$ cat config.mk
export PLATFORM = sky130hd
export DESIGN_NAME = sipo_deserializer_framed_flat
export DESIGN_NICKNAME = d
export VERILOG_FILES = /design/src/rtl/sipo_pkg.sv /design/src/rtl/sipo_deserializer_framed_if.sv /design/src/rtl/sipo_holding_register.sv /design/src/rtl/sipo_deserializer_framed.sv /design/src/flat_wrapper.sv
export SDC_FILE = /design/constraint.sdc
export NUM_CORES = 1
export LEC_CHECK = 0
export ABC_AREA = 1
export BUFFER_PORTS_ARGS = -buffer_cell sky130_fd_sc_hd__clkbuf_2
export CAP_MARGIN = 0
export CORE_MARGIN = 1
export CORE_UTILIZATION = 50
export DETAILED_ROUTE_END_ITERATION = 7
export GPL_TIMING_DRIVEN = 0
export PLACE_DENSITY = 0.68
export REMOVE_ABC_BUFFERS = 1
export SYNTH_ARGS = -nofsm -noshare
export SYNTH_HDL_FRONTEND = slang
export SYNTH_HIERARCHICAL = 1
export SYNTH_SLANG_ARGS = --single-unit
$ cat constraint.sdc
create_clock -name Clk_In -period 2.5 [get_ports Clk_In]
set_input_delay 0.25 -clock Clk_In [delete_from_list [all_inputs] [get_ports Clk_In]]
set_output_delay 0.25 -clock Clk_In [all_outputs]
set_load 0.05 [all_outputs]
$ cat src/rtl/sipo_pkg.sv
// Shared types and constants for the framed SIPO deserializer.
// The optional parity stage is controlled by the SIPO_PARITY_EN macro.
package sipo_pkg;

   typedef enum logic {
      S_DATA,
      S_PARITY
   } sipo_state_e;

   localparam int unsigned DefWidth     = 32;
   localparam int unsigned DefMsbFirst  = 1;
   localparam int unsigned DefParityOdd = 0;

   // Bit counter width: max(1, clog2(width)).
   function automatic int unsigned cnt_width(input int unsigned width);
      if ($clog2(width) < 1) begin
         return 1;
      end
      return $clog2(width);
   endfunction

endpackage

$ cat src/rtl/sipo_deserializer_framed_if.sv
// Serial input, parallel handshake output and status bundle for the deserializer.
interface sipo_deserializer_framed_if #(
   parameter int unsigned WIDTH = 32
);
   logic             Serial_Data_In;
   logic             Serial_Valid_In;
   logic             Frame_Start_In;
   logic [WIDTH-1:0] Parallel_Data_Out;
   logic             Parallel_Valid_Out;
   logic             Parallel_Ready_In;
   logic             Busy_Out;
   logic             Overflow_Out;
   logic             Overflow_Clear_In;
   logic             Parity_Error_Out;

   modport slave (
      input  Serial_Data_In,
      input  Serial_Valid_In,
      input  Frame_Start_In,
      input  Parallel_Ready_In,
      input  Overflow_Clear_In,
      output Parallel_Data_Out,
      output Parallel_Valid_Out,
      output Busy_Out,
      output Overflow_Out,
      output Parity_Error_Out
   );

   modport master (
      output Serial_Data_In,
      output Serial_Valid_In,
      output Frame_Start_In,
      output Parallel_Ready_In,
      output Overflow_Clear_In,
      input  Parallel_Data_Out,
      input  Parallel_Valid_Out,
      input  Busy_Out,
      input  Overflow_Out,
      input  Parity_Error_Out
   );
endinterface

$ cat src/rtl/sipo_holding_register.sv
// One-entry output buffer with valid/ready handshake and sticky overflow flag.
module sipo_holding_register #(
   parameter int unsigned PayloadW = 33
) (
   input  logic                clk_i,
   input  logic                rst_i,
   input  logic                load_i,
   input  logic [PayloadW-1:0] payload_i,
   input  logic                ready_i,
   input  logic                clear_i,
   output logic [PayloadW-1:0] payload_o,
   output logic                valid_o,
   output logic                overflow_o
);

   logic [PayloadW-1:0] payload_q, payload_d;
   logic                valid_q, valid_d;
   logic                overflow_q, overflow_d;
   logic                drain;
   logic                drop;

   always_comb begin
      payload_d  = payload_q;
      valid_d    = valid_q;
      drop       = 1'b0;
      drain      = valid_q & ready_i;
      if (load_i) begin
         if (!valid_q || drain) begin
            payload_d = payload_i;
            valid_d   = 1'b1;
         end else begin
            drop = 1'b1;
         end
      end else if (drain) begin
         valid_d = 1'b0;
      end
      // A drop in the same cycle as a clear keeps the flag set.
      overflow_d = (overflow_q & ~clear_i) | drop;
   end

   always_ff @(posedge clk_i or posedge rst_i) begin
      if (rst_i) begin
         payload_q  <= '0;
         valid_q    <= 1'b0;
         overflow_q <= 1'b0;
      end else begin
         payload_q  <= payload_d;
         valid_q    <= valid_d;
         overflow_q <= overflow_d;
      end
   end

   assign payload_o  = payload_q;
   assign valid_o    = valid_q;
   assign overflow_o = overflow_q;

endmodule

$ cat src/rtl/sipo_deserializer_framed.sv
// Framed serial-to-parallel deserializer: shifter, bit counter and word FSM.
// Define SIPO_PARITY_EN to append and check a parity bit after each word.
module sipo_deserializer_framed
   import sipo_pkg::*;
#(
   parameter int unsigned WIDTH      = DefWidth,
   parameter int unsigned MSB_FIRST  = DefMsbFirst,
   parameter int unsigned PARITY_ODD = DefParityOdd
) (
   input logic                    Clk_In,
   input logic                    Reset_In,
   sipo_deserializer_framed_if.slave bus
);

   localparam int unsigned    CntW    = cnt_width(WIDTH);
   localparam logic [CntW-1:0] LastCnt = CntW'(WIDTH - 1);

   logic [WIDTH-1:0] shift_q, shift_d;
   logic [CntW-1:0]  cnt_q, cnt_d;
   logic             complete;
   logic [WIDTH:0]   payload;
   logic [WIDTH:0]   hold;
`ifdef SIPO_PARITY_EN
   sipo_state_e      state_q, state_d;
`endif

   function automatic logic [WIDTH-1:0] shift_in(input logic [WIDTH-1:0] cur, input logic b);
      if (MSB_FIRST != 0) begin
         return {cur[WIDTH-2:0], b};
      end
      return {b, cur[WIDTH-1:1]};
   endfunction

   always_comb begin
      shift_d  = shift_q;
      cnt_d    = cnt_q;
      complete = 1'b0;
      payload  = '0;
`ifdef SIPO_PARITY_EN
      state_d  = state_q;
`endif
      if (bus.Frame_Start_In) begin
         cnt_d   = bus.Serial_Valid_In ? CntW'(1) : '0;
         shift_d = bus.Serial_Valid_In ? shift_in('0, bus.Serial_Data_In) : '0;
`ifdef SIPO_PARITY_EN
         state_d = S_DATA;
`endif
      end else if (bus.Serial_Valid_In) begin
`ifdef SIPO_PARITY_EN
         if (state_q == S_PARITY) begin
            complete = 1'b1;
            payload  = {((^shift_q) ^ (PARITY_ODD != 0)) != bus.Serial_Data_In, shift_q};
            state_d  = S_DATA;
         end else begin
            shift_d = shift_in(shift_q, bus.Serial_Data_In);
            if (cnt_q == LastCnt) begin
               cnt_d   = '0;
               state_d = S_PARITY;
            end else begin
               cnt_d = cnt_q + CntW'(1);
            end
         end
`else
         shift_d = shift_in(shift_q, bus.Serial_Data_In);
         if (cnt_q == LastCnt) begin
            cnt_d    = '0;
            complete = 1'b1;
            payload  = {1'b0, shift_d};
         end else begin
            cnt_d = cnt_q + CntW'(1);
         end
`endif
      end
   end

   always_ff @(posedge Clk_In or posedge Reset_In) begin
      if (Reset_In) begin
         shift_q <= '0;
         cnt_q   <= '0;
`ifdef SIPO_PARITY_EN
         state_q <= S_DATA;
`endif
      end else begin
         shift_q <= shift_d;
         cnt_q   <= cnt_d;
`ifdef SIPO_PARITY_EN
         state_q <= state_d;
`endif
      end
   end

   sipo_holding_register #(
      .PayloadW(WIDTH + 1)
   ) u_hold (
      .clk_i     (Clk_In),
      .rst_i     (Reset_In),
      .load_i    (complete),
      .payload_i (payload),
      .ready_i   (bus.Parallel_Ready_In),
      .clear_i   (bus.Overflow_Clear_In),
      .payload_o (hold),
      .valid_o   (bus.Parallel_Valid_Out),
      .overflow_o(bus.Overflow_Out)
   );

   assign bus.Parallel_Data_Out = hold[WIDTH-1:0];
   // Without parity the error bit is only ever loaded as 0, so this is constant 0.
   assign bus.Parity_Error_Out  = hold[WIDTH];

`ifdef SIPO_PARITY_EN
   assign bus.Busy_Out = (cnt_q != '0) || (state_q == S_PARITY);
`else
   assign bus.Busy_Out = (cnt_q != '0);
`endif

endmodule

$ cat src/flat_wrapper.sv
// flat-port wrapper written by rule: the top's interface ports become plain ports
module sipo_deserializer_framed_flat import sipo_pkg::*;
#(
   parameter int unsigned WIDTH      = DefWidth,
   parameter int unsigned MSB_FIRST  = DefMsbFirst,
   parameter int unsigned PARITY_ODD = DefParityOdd
)
  (Clk_In, Reset_In, bus_Serial_Data_In, bus_Serial_Valid_In, bus_Frame_Start_In, bus_Parallel_Ready_In, bus_Overflow_Clear_In, bus_Parallel_Data_Out, bus_Parallel_Valid_Out, bus_Busy_Out, bus_Overflow_Out, bus_Parity_Error_Out);
  sipo_deserializer_framed_if #(.WIDTH(WIDTH)) bus_i ();
  input logic Clk_In;
  input logic Reset_In;
  input wire logic [$bits(bus_i.Serial_Data_In)-1:0] bus_Serial_Data_In;
  input wire logic [$bits(bus_i.Serial_Valid_In)-1:0] bus_Serial_Valid_In;
  input wire logic [$bits(bus_i.Frame_Start_In)-1:0] bus_Frame_Start_In;
  input wire logic [$bits(bus_i.Parallel_Ready_In)-1:0] bus_Parallel_Ready_In;
  input wire logic [$bits(bus_i.Overflow_Clear_In)-1:0] bus_Overflow_Clear_In;
  output wire logic [$bits(bus_i.Parallel_Data_Out)-1:0] bus_Parallel_Data_Out;
  output wire logic [$bits(bus_i.Parallel_Valid_Out)-1:0] bus_Parallel_Valid_Out;
  output wire logic [$bits(bus_i.Busy_Out)-1:0] bus_Busy_Out;
  output wire logic [$bits(bus_i.Overflow_Out)-1:0] bus_Overflow_Out;
  output wire logic [$bits(bus_i.Parity_Error_Out)-1:0] bus_Parity_Error_Out;
  assign bus_i.Serial_Data_In = bus_Serial_Data_In;
  assign bus_i.Serial_Valid_In = bus_Serial_Valid_In;
  assign bus_i.Frame_Start_In = bus_Frame_Start_In;
  assign bus_i.Parallel_Ready_In = bus_Parallel_Ready_In;
  assign bus_i.Overflow_Clear_In = bus_Overflow_Clear_In;
  assign bus_Parallel_Data_Out = bus_i.Parallel_Data_Out;
  assign bus_Parallel_Valid_Out = bus_i.Parallel_Valid_Out;
  assign bus_Busy_Out = bus_i.Busy_Out;
  assign bus_Overflow_Out = bus_i.Overflow_Out;
  assign bus_Parity_Error_Out = bus_i.Parity_Error_Out;
  sipo_deserializer_framed #(.WIDTH(WIDTH), .MSB_FIRST(MSB_FIRST), .PARITY_ODD(PARITY_ODD)) u_core (.Clk_In(Clk_In), .Reset_In(Reset_In), .bus(bus_i));
endmodule
==> out/summary.txt <==
RSZ-0062 raised after global routing - false
Async SR Flop Fraction - 1.00
Routed Antenna Nets - 0
Switch Pwr - 473 uW
proportion of netlist area held by the largest area contributor - 0.528
crit path to - u_core/u_hold/payload_o[14]
Worst EP arrival - 2.53 ns
Synth Area in XOR/XNOR - 0
first-pass GRT wire length - 10700 um
Synth Area in Adders - 0.0112
DR WL met3 - 189 um
Combinational Power Share - 0.047
Setup Viol. Count Final - 0
clock-pin transition on the worst setup and hold timing paths - 0.07 ns
die height - 84.0 um
Synth area leaders - dfrtp_1 53%, nand2_1 10%, nor2_4 7.0%
setup tns final - 0 ns
largest net degree at the start of global routing - 37
CTS tree - done
final worst-path cycle share - 0.924
multiplexer area fraction after synthesis - 0
relative slew slack - 0.505
Reg power frac - 0.546
share of cells above drive strength 1 - 0.250
Core Area - 0.00642 mm^2
dpl hpwl - 3650 um
Pint - 1.66 mW
full die area - 0.00706 mm^2
Synth Register Bits - 71
Worst Setup End Kind - register
Top Layer Used - met4
hold crit path type - in2async
DRT Pass-1 Iters - 6
most area-hungry cell type in the Yosys netlist - dfrtp_1
P&R area growth vs syn - 9.56%
worst r2r src - u_core/cnt_q[0]
critical setup path kind - reg2reg
post-synthesis compound-gate area fraction - 0.0621
Post-synth top flop - dfrtp_1
Reg2Reg Depth - 8
Die W - 84.0 um
Post-Synth Simple-Gate Area - 0.285
Max Root-Sink Buffers - 2
Fill cells - 601
Starting Density - 0.524
post-synthesis sequential area ratio - 0.528
most common cell in the netlist - nand2_1
max-slew violation count - 0
DR WL/cell - 12.5 um
antenna violations before repair - 0
row count - 29
failing checks - design-rule violations
pre-CTS WS - -0.531 ns
largest family of logic cells by synthesized area - simple AND/OR/NAND/NOR gates
leakage - 1.79 nW
number of global-route vias before repair - 2302
Reg area - 0.00178 mm^2
cells after synthesis - 357
power per cell area - 578 mW/mm^2
Yosys Warn Count - 6
wl on met1 - 2960 um
Mapped Area - 0.00336 mm^2
synth unique cells - 27
Worst setup SP type - register
fin cells - 473
Placed Cells incl. Taps - 457
Max Clk Rate - 433 MHz
ant diodes - 0
Fin. Hold Viols - 0
Switching Share - 0.222
TritonCTS buffer count - 9
routed vias/inst - 4.93
R2R setup slack - 0.19 ns
critical-path maximum fanout - 33
status - finished, violations left
syn_area_per_cell - 9.42 um^2
multi-input logic area - 0.00121 mm^2
PnR worst setup slack - 0.190 ns
DRT iter0 DRCs - 136
Max IR drop VDD - 0.339 mV
RR Endpoint - u_core/u_hold/payload_o[14]
I/O pins - 43
Routed WL - 5940 um
Max Cap Violations - 0
Clock Power Share - 0.407
Final Critical Period - 2.31 ns
DRC violations left - 8
EDFF count, synth - 0
Nets - 403
Slew @ Worst Pin - 0.741 ns
# clock sinks - 71
crit path from - u_core/cnt_q[0]
All-Layer GR Usage - 0.193
global placement routability congestion - 0.847
routed wl met2 - 2730 um
root buf cell - clkbuf_8
worst clock skew - 0.00693 ns
Synth top cells by count - 91 x nand2_1, 71 x dfrtp_1, 45 x inv_1, 44 x nand3_1, 21 x nor2_4
clk_lat worst skew - 0.33 ns
H-Tree Depth - 3
Port-buffer cells - 42
via count - 2332
gr ovfl total - 0
Critical Path RT - 2.72 ns
final cells by class:
class | instances | area share
Inverter | 49 | 0.0537
Clock buffer | 13 | 0.0404
Sequential cell | 71 | 0.482
Clock inverter | 1 | 0.00815
Timing Repair Buffer | 43 | 0.0591
Multi-Input combinational cell | 218 | 0.328
Timing Repair inverter | 1 | 0.00204
Tap cell | 77 | 0.0261
power by group through the flow:
stage | combinational [mW] | sequential (mW) | clock, mW
global route | 0.114 | 1.16 | 0.948
floorplan | 0.0701 | 1.18 | 0
CTS | 0.102 | 1.16 | 0.893
detailed placement | 0.102 | 1.18 | 0
finish | 0.0999 | 1.16 | 0.867
global placement | 0.0984 | 1.18 | 0
registers in the layout, summed over array words and instances, names as in the netlist:
register and flops:
u_core/cnt_q 5, u_core/shift_q 31, u_core/u_hold/overflow_o 1, u_core/u_hold/payload_o 33, u_core/u_hold/valid_o 1
per-stage QoR:
stage          total power, mW   util  hold slack, ns  area [um^2]
4_1_cts                   2.16  0.574          0.0855         3680
5_1_grt                   2.22  0.574          0.0855         3680
6_report                  2.13  0.574          0.0503         3680
2_1_floorplan             1.25      -           0.357         3180
3_5_place_dp              1.29  0.543           0.447         3490
3_3_place_gp              1.28  0.543           0.448         3490
kinds of logic (layout without fill, tap and decap cells):
logic type	after synthesis	after routing
AOI/OAI and AO/OA	36	36
other	1	1
buffers and inverters	68	107
adders and majority gates	3	3
and+or+nand+nor	178	178
DFF	71	71
cell usage in the layout (no fill, tap or decap), drive strengths merged:
master,synthesis,final
buf,19,1
ha,3,3
conb,1,1
o21ai,17,17
clkinvlp,0,2
nand2,96,96
nor2,35,35
dfrtp,71,71
nor3,1,1
o22ai,17,17
nand4,2,2
clkbuf,0,55
a21oi,2,2
nand3,44,44
bufinv,0,1
inv,49,48
how the worst min path moves through the flow:
stage / start / endpoint / slack [ns] / depth (start not counted)
floorplan: bus_Serial_Valid_In / u_core/shift_q[11] / 0.36 / 1
global placement: bus_Overflow_Clear_In / u_core/u_hold/overflow_o / 0.45 / 2
detailed placement: bus_Overflow_Clear_In / u_core/u_hold/overflow_o / 0.45 / 2
CTS: bus_Overflow_Clear_In / u_core/u_hold/overflow_o / 0.09 / 2
global route: Reset_In / u_core/shift_q[23] / 0.09 / 2
finish: Reset_In / u_core/u_hold/payload_o[20] / 0.05 / 2
worst max-delay path, cell delays in order (launching register included):
cell	delay (ns)
dfrtp_1	0.43
ha_1	0.23
nand2_1	0.08
nor2_1	0.05
ha_1	0.25
nand2_8	0.38
clkinvlp_4	0.48
nand3_1	0.21
nand2_1	0.07
what timing repair did:
item,CTS,global route
buffers inserted,1,0
hold buffers,0,0
resized for setup,2,0
endpoints found under the setup margin,35,0
endpoints found under the hold margin,0,0
routing by layer:
layer	vias up	GRT usage
met5	-	0
met4	0	0.0611
met3	7	0.0534
met2	41	0.291
met1	1094	0.271
li1	1190	-
Power figures use the tool's default switching activity.
